==> config.mk <==
export PLATFORM = sky130hd
export DESIGN_NAME = spi_xfer_ctrl
export DESIGN_NICKNAME = d
export VERILOG_FILES = /design/src/rtl/spi_xfer_ctrl.sv
export SDC_FILE = /design/constraint.sdc
export NUM_CORES = 1
export LEC_CHECK = 0
export CAP_MARGIN = 20
export CORE_UTILIZATION = 40
export CTS_CLUSTER_DIAMETER = 60
export CTS_CLUSTER_SIZE = 40
export DETAILED_ROUTE_END_ITERATION = 10
export DONT_BUFFER_PORTS = 1
export GPL_ROUTABILITY_DRIVEN = 0
export HOLD_SLACK_MARGIN = 0.02
export SLEW_MARGIN = 10
export SYNTH_ARGS = -nofsm -noshare
export SYNTH_HDL_FRONTEND = slang
export SYNTH_SLANG_ARGS = --single-unit
export TNS_END_PERCENT = 20
==> constraint.sdc <==
create_clock -name clk -period 3.8 [get_ports clk]
set_clock_uncertainty 0.1 [all_clocks]
set_input_delay 0.76 -clock clk [delete_from_list [all_inputs] [get_ports clk]]
set_output_delay 0.76 -clock clk [all_outputs]
set_load 0.02 [all_outputs]
==> src/rtl/spi_xfer_ctrl.sv <==
// rtl/spi_xfer_ctrl.sv - SPI memory-slave transaction sequencer
//
// Purpose: sequences one SPI memory transaction. It counts conditioned SCLK
// rising edges, decodes the command byte (address MSB first, then R/W), and
// issues single-clock write-enable pulses to the address latch, shift
// register and data memory. It also gates the MISO tri-state buffer.
//
// Ports:
//   clk        FPGA clock, all state updates on posedge
//   rst_n      asynchronous active-low reset
//   sclk_rise  one-clk pulse per conditioned SCLK rising edge
//   sclk_fall  one-clk pulse per conditioned SCLK falling edge (debug only)
//   cs         conditioned chip select, active low
//   mosi       conditioned MOSI, sampled when sclk_rise=1
//   addr_we    address latch load pulse
//   sr_we      shift register parallel-load pulse
//   dm_we      data memory write pulse
//   miso_buf   MISO tri-state enable (level, read data phase only)
//   addr_inc   address latch increment pulse (burst build only)
//   state      3-bit state code for LEDs
//
// Build option: define SPI_BURST_EN to keep transferring data bytes at
// auto-incremented addresses until cs is released.

module spi_xfer_ctrl #(
  parameter int ADDR_W = 7,
  parameter int DATA_W = 8
) (
  input  logic       clk,
  input  logic       rst_n,
  input  logic       sclk_rise,
  input  logic       sclk_fall,
  input  logic       cs,
  input  logic       mosi,
  output logic       addr_we,
  output logic       sr_we,
  output logic       dm_we,
  output logic       miso_buf,
  output logic       addr_inc,
  output logic [2:0] state
);

  localparam int CMD_W = ADDR_W + 1;
  localparam int CNT_W = $clog2(DATA_W);
  localparam logic [CNT_W-1:0] CMD_LAST  = CNT_W'(CMD_W - 1);
  localparam logic [CNT_W-1:0] DATA_LAST = CNT_W'(DATA_W - 1);

  // Codes 0..7 are what the LEDs show. DONE and BURST live above that range
  // and are folded back onto visible codes at the state output.
  typedef enum logic [3:0] {
    S_IDLE     = 4'd0,
    S_GET_CMD  = 4'd1,
    S_LATCH    = 4'd2,
    S_RD_WAIT  = 4'd3,
    S_RD_LOAD  = 4'd4,
    S_RD_SHIFT = 4'd5,
    S_WR_SHIFT = 4'd6,
    S_WR_MEM   = 4'd7,
    S_DONE     = 4'd8,
    S_BURST    = 4'd9
  } fsm_t;

`ifdef SPI_BURST_EN
  localparam fsm_t AFTER_DATA = S_BURST;
`else
  localparam fsm_t AFTER_DATA = S_DONE;
`endif

  fsm_t             cur;
  fsm_t             nxt;
  logic [CNT_W-1:0] cnt;
  logic [CNT_W-1:0] cnt_nx;
  logic             rw;
  logic             rw_nx;

  // Falling edges are only brought in for debug probing.
  logic unused_sclk_fall;
  assign unused_sclk_fall = sclk_fall;

  always_ff @(posedge clk or negedge rst_n) begin
    if (!rst_n) begin
      cur <= S_IDLE;
      cnt <= '0;
      rw  <= 1'b0;
    end else begin
      cur <= nxt;
      cnt <= cnt_nx;
      rw  <= rw_nx;
    end
  end

  always_comb begin
    nxt      = cur;
    cnt_nx   = cnt;
    rw_nx    = rw;
    addr_we  = 1'b0;
    sr_we    = 1'b0;
    dm_we    = 1'b0;
    miso_buf = 1'b0;
    addr_inc = 1'b0;

    // Deselect wins over everything, including an SCLK edge in the same clk,
    // so a partial byte never reaches the memory.
    if (cs) begin
      nxt    = S_IDLE;
      cnt_nx = '0;
    end else begin
      unique case (cur)
        S_IDLE: begin
          nxt    = S_GET_CMD;
          cnt_nx = '0;
        end
        S_GET_CMD: begin
          if (sclk_rise) begin
            cnt_nx = cnt + CNT_W'(1);
            if (cnt == CMD_LAST) begin
              rw_nx = mosi;
              nxt   = S_LATCH;
            end
          end
        end
        S_LATCH:   nxt = rw ? S_RD_WAIT : S_WR_SHIFT;
        S_RD_WAIT: nxt = S_RD_LOAD;
        S_RD_LOAD: nxt = S_RD_SHIFT;
        S_RD_SHIFT: begin
          // The 8th rise is where the master samples the LSB.
          if (sclk_rise) begin
            cnt_nx = cnt + CNT_W'(1);
            if (cnt == DATA_LAST) nxt = AFTER_DATA;
          end
        end
        S_WR_SHIFT: begin
          if (sclk_rise) begin
            cnt_nx = cnt + CNT_W'(1);
            if (cnt == DATA_LAST) nxt = S_WR_MEM;
          end
        end
        S_WR_MEM: nxt = AFTER_DATA;
        S_DONE:   nxt = S_DONE;
`ifdef SPI_BURST_EN
        S_BURST:  nxt = rw ? S_RD_WAIT : S_WR_SHIFT;
`endif
        default:  nxt = S_IDLE;
      endcase
    end

    addr_we  = (cur == S_LATCH);
    sr_we    = (cur == S_RD_LOAD);
    dm_we    = (cur == S_WR_MEM);
    miso_buf = (cur == S_RD_SHIFT);
`ifdef SPI_BURST_EN
    addr_inc = (cur == S_BURST);
`else
    addr_inc = 1'b0;
`endif
  end

  // BURST shows as LATCH since the address latch is being updated then.
  always_comb begin
    case (cur)
      S_DONE:  state = 3'd0;
      S_BURST: state = 3'd2;
      default: state = cur[2:0];
    endcase
  end

endmodule

# == Yosys cells after proc, flatten, opt, wreduce, memory -nomap -nowiden ==
# Index checks and enable logic that the tools add are counted.
# classes
add_sub_neg,1
n_eq_ne,17
mux,13
bitwise,1
reduce_logical,7
# ops
operator,n
$pmux 4 s8,1
$mux 4,7
$eq 4x3->1 const B,4
$ne 3x3->1 const B,5
$pmux 3 s2,2
$mux 3,3
$eq 4x2->1 const B,2
$eq 4x4->1 const B,2
$reduce_and 6->1,1
$eq 4x1->1 const B,1
$logic_not 4->1,1
$reduce_and 4->1,1
$add 3x1->3 const B,1
$eq 3x3->1 const B,1
$ne 3x1->1 const B,1
$ne 3x2->1 const B,1
$reduce_bool 3->1,1
$reduce_or 3->1,1
$reduce_and 2->1,1
$reduce_or 2->1,1
$not 1->1,1
# totals
register_bits,8
input_bits,6
output_inout_bits,8
word_cells,42

# == Depth between registers and ports, before layout ==
# depth
word_depth,5
mapped_depth,5
mapped_depth_nobuf,5

# == Worst setup path after synthesis ==
# No wires, ideal clock.
# synth_path
path_kind,reg2out
from,register cur[0]
to,output state[1]
arrival_time_ps,1219
required_ps,2940
setup_slack_ps,1721
path_stages_with_launch,4
n_path_buf,1
path_cell_list,dfrtp_1 buf_2 inv_1 o31ai_1
# synth_between
elab_chain_len,2
elab_cells_between_ends,3
classes_between,eq/ne (2); mux (1)
# synth_rtl
element,line,source
start: declaration,69,fsm_t cur;
start signal: assignment,86,cur <= nxt;
$eq 4x4->1,160,case (cur)
$pmux 3 s2 *,160,
end: declaration,40,output logic [2:0] state
# Every way passes the cells marked *; elsewhere a longest branch is shown, timed or not.

# == Final worst setup path ==
# layout_path
from,register cur[2]
to,output sr_we
# layout_between
elab_chain_len,1
# layout_rtl
element,line,source
$eq 4x3->1,148,sr_we = (cur == S_RD_LOAD);
end: declaration,36,"output logic sr_we,"
# No other way between the ends.

==> summary by stage <==
Worst setup path
The required time of the critical path is 2940 ps. The nature of the critical path startpoint is a flop. At the worst endpoint, the arrival time is 1760 ps. The critical path class is reg2out. The maximum fanout encountered on the critical timing path is 15.

The endpoint class of the critical path is an output port.

Power and ir drop
The total power density per cell area is 265 nW/um^2. Summed over all cells, the static leakage comes to 0.245 nW. VDD sags by at most 0.181 mV.

Floorplanning
The initial utilization of the core area, before any placement, comes to 45.4%. The area of the placeable core is 1370 sq um. The I/O pin total is 14. The total die area is 1710 sq um. The die span in x is 41.4 um. The number of placement rows is 13. The height of the die is 41.4 um.

Drt
For this run, design rule violations remaining after detail routing come to 0. The routed design has 1070 um of wire. The iteration-0 DRC count of the detailed router is 9. In the final routed layout, each cell accounts on average for 13.8 um. In the routed layout, each cell is associated on average with a via count of 5.69. The via count is 444. The number of antenna-violating nets in the routed design is 0. The length of the first detailed-routing pass in iterations is 3.

Synth
The number of different library cells used by synthesis comes to 32. The register bit total from synthesis is 8. Summing the sequential cell areas from Yosys gives 32.3% of the chip area.

The most used flip-flop cell after synthesis is dfrtp_1. The synthesized area divided by synthesized cell count is 9.55 sq um. Yosys attributes the largest share of cell area to dfrtp_1 (32%), nand2b_1 (7.1%), mux2i_1 (6.5%).

When the netlist entered floorplanning its net count stood at 73. Counting flops with an async set or reset pin after synthesis yields a share of 100%. The mapped cell area is 621 sq um.

The share of synthesized area in the top cell type comes to 32.3%. The biggest area contributor in the post-synthesis netlist is dfrtp_1. During synthesis, Yosys emitted a total of 0 warnings. The synthesized netlist cell count is 65. Counting flops with a built-in enable in the synthesized netlist gives 0.

Finish
Cells with a size suffix above 1 make up 14.3% of the layout. Leaving out fill and tap cells, the most frequent cells in the layout are dfrtp_1 (8), nand2b_1 (7), nor3_1 (5). The filler cell count is 143. The area added between synthesis and finish is 1.41%.

0 antenna diodes ended up in the layout. The count of nets after finishing is 73. The finished cells cover 629 sq um.

The most common cell after layout, fill and taps aside is dfrtp_1.

Run
The total of max-cap violations is 0.

STA
The transition time of the tightest slew-check pin is 701 ps. Measured against its own limit, the worst slew margin works out to 52.9%. Setup repair after global routing left no endpoint under its margin. Subtracting the final worst setup slack from the clock period gives 2620 ps. The post-route fraction of the period consumed by the critical path is 69.0%. The final hold slack is 102 ps. The final count of negative-setup-slack endpoints is 0. Setup total negative slack on the finished layout was measured at 0 ps. The final hold violation count is 0.

The count of final max-slew check failures is 0. The maximum clock frequency is 0.381 GHz.

Global route
Entering global routing, the biggest net connects 16 pins. The wire length of the first global-routing pass is 1660 um. The via count of the first global-routing pass is 383. After global routing the overflow that remains totals 0. The number of antenna violations at the first check in global routing is 0. The overall routing resource usage is 15.0%.

Place
Once placement finished, the instance area stood at 607 sq um. The wire-length estimate of the detail-placed layout is 825 um. The count of buffers added on input and output ports is 0.

Clock network
The worst-case clock buffer depth is 2. The cell at the root of the clock tree is clkbuf_4. The number of buffers added by the clock tree synthesis step is 3. Clock latency on the worst-skew pair, taken at its later pin, is 250 ps.

The number of hold buffers added after CTS is 0. For this design, the sink count on the clock tree is 8. The number of setup buffers added after CTS is 0. In this run, post-CTS repair resized a total of 0 instances. After clock tree synthesis, the clock-pin slew on the worst setup and hold paths is 50 ps. CTS built an H-tree with a depth of 1. TritonCTS built the clock tree.

Hold path
The class of the most critical hold timing path is in2async.

Outcome
The run finished with clean final reports.
-- layout make-up --
type,count,area (sq um),area share [%]
Clock buffer,3,22.5,3.58
Inverter,3,11.3,1.79
Multi-Input combinational cell,49,377,59.8
Sequential cell,8,200,31.8
Tap cell,15,18.8,2.98
-- metal layers --
metal	global-route usage (%)	vias up	share of wire [%]
li1	-	226	-
met5	0	-	0
met4	7.26	0	0.56
met3	3.72	2	3.7
met2	21.9	7	46
met1	20.6	209	49
-- cell usage after synthesis (2+ instances only) --
master / instances
a21oi_1: 4
buf_2: 2
dfrtp_1: 8
ha_1: 2
inv_1: 3
mux2i_1: 4
nand2_1: 3
nand2b_1: 7
nor2_1: 3
nor3_1: 5
o211ai_1: 2
o21ai_0: 2
-- critical path, cell delays in order, from the launching register on --
cell and delay (ps):
dfrtp_1 770, nand2b_1 210, nor3_1 520
-- registers in the layout, summed over array words and instances (netlist names) --
register  flops
cur           4
rw            1
cnt           3
-- logic make-up (layout without fill, tap and decap cells) --
family | after synthesis | after routing | share of synthesized area (%)
buffers and inverters | 8 | 6 | 7.06
multiplexers | 5 | 5 | 8.27
AND/OR/NAND/NOR | 27 | 27 | 29.6
flip-flops | 8 | 8 | 32.3
AO/OA/AOI/OAI | 14 | 14 | 18.1
other | 1 | 1 | 0.604
adder cells (fa/ha/maj) | 2 | 2 | 4.03
-- final timing paths --
kind	slack (ps)	cells after the start	to	start
setup / recovery	1180	2	sr_we	cur[2]
max in group asynchronous	3430	0	cur[3]	rst_n
hold reg to reg	420	1	rw	rw
min in group clk	420	1	rw	rw
setup reg to reg	2170	3	rw	cur[1]
hold / removal	100	0	cnt[1]	rst_n
-- stage by stage --
step	power, mW	cells	worst slack (ps)	utilization (%)
after detailed placement	0.106	75	1430	44.4
after global placement	0.106	75	1410	44.4
after CTS	0.169	78	1160	46.1
final	0.167	78	1180	46.1
after floorplan	0.105	65	1720	-
after global routing	0.179	78	1010	46.1
-- where the power goes --
group	switching, mW	internal [mW]
registers	0.00274	0.0871
logic	0.00729	0.00718
clock network	0.0266	0.0360
Power figures use the tool's default switching activity.
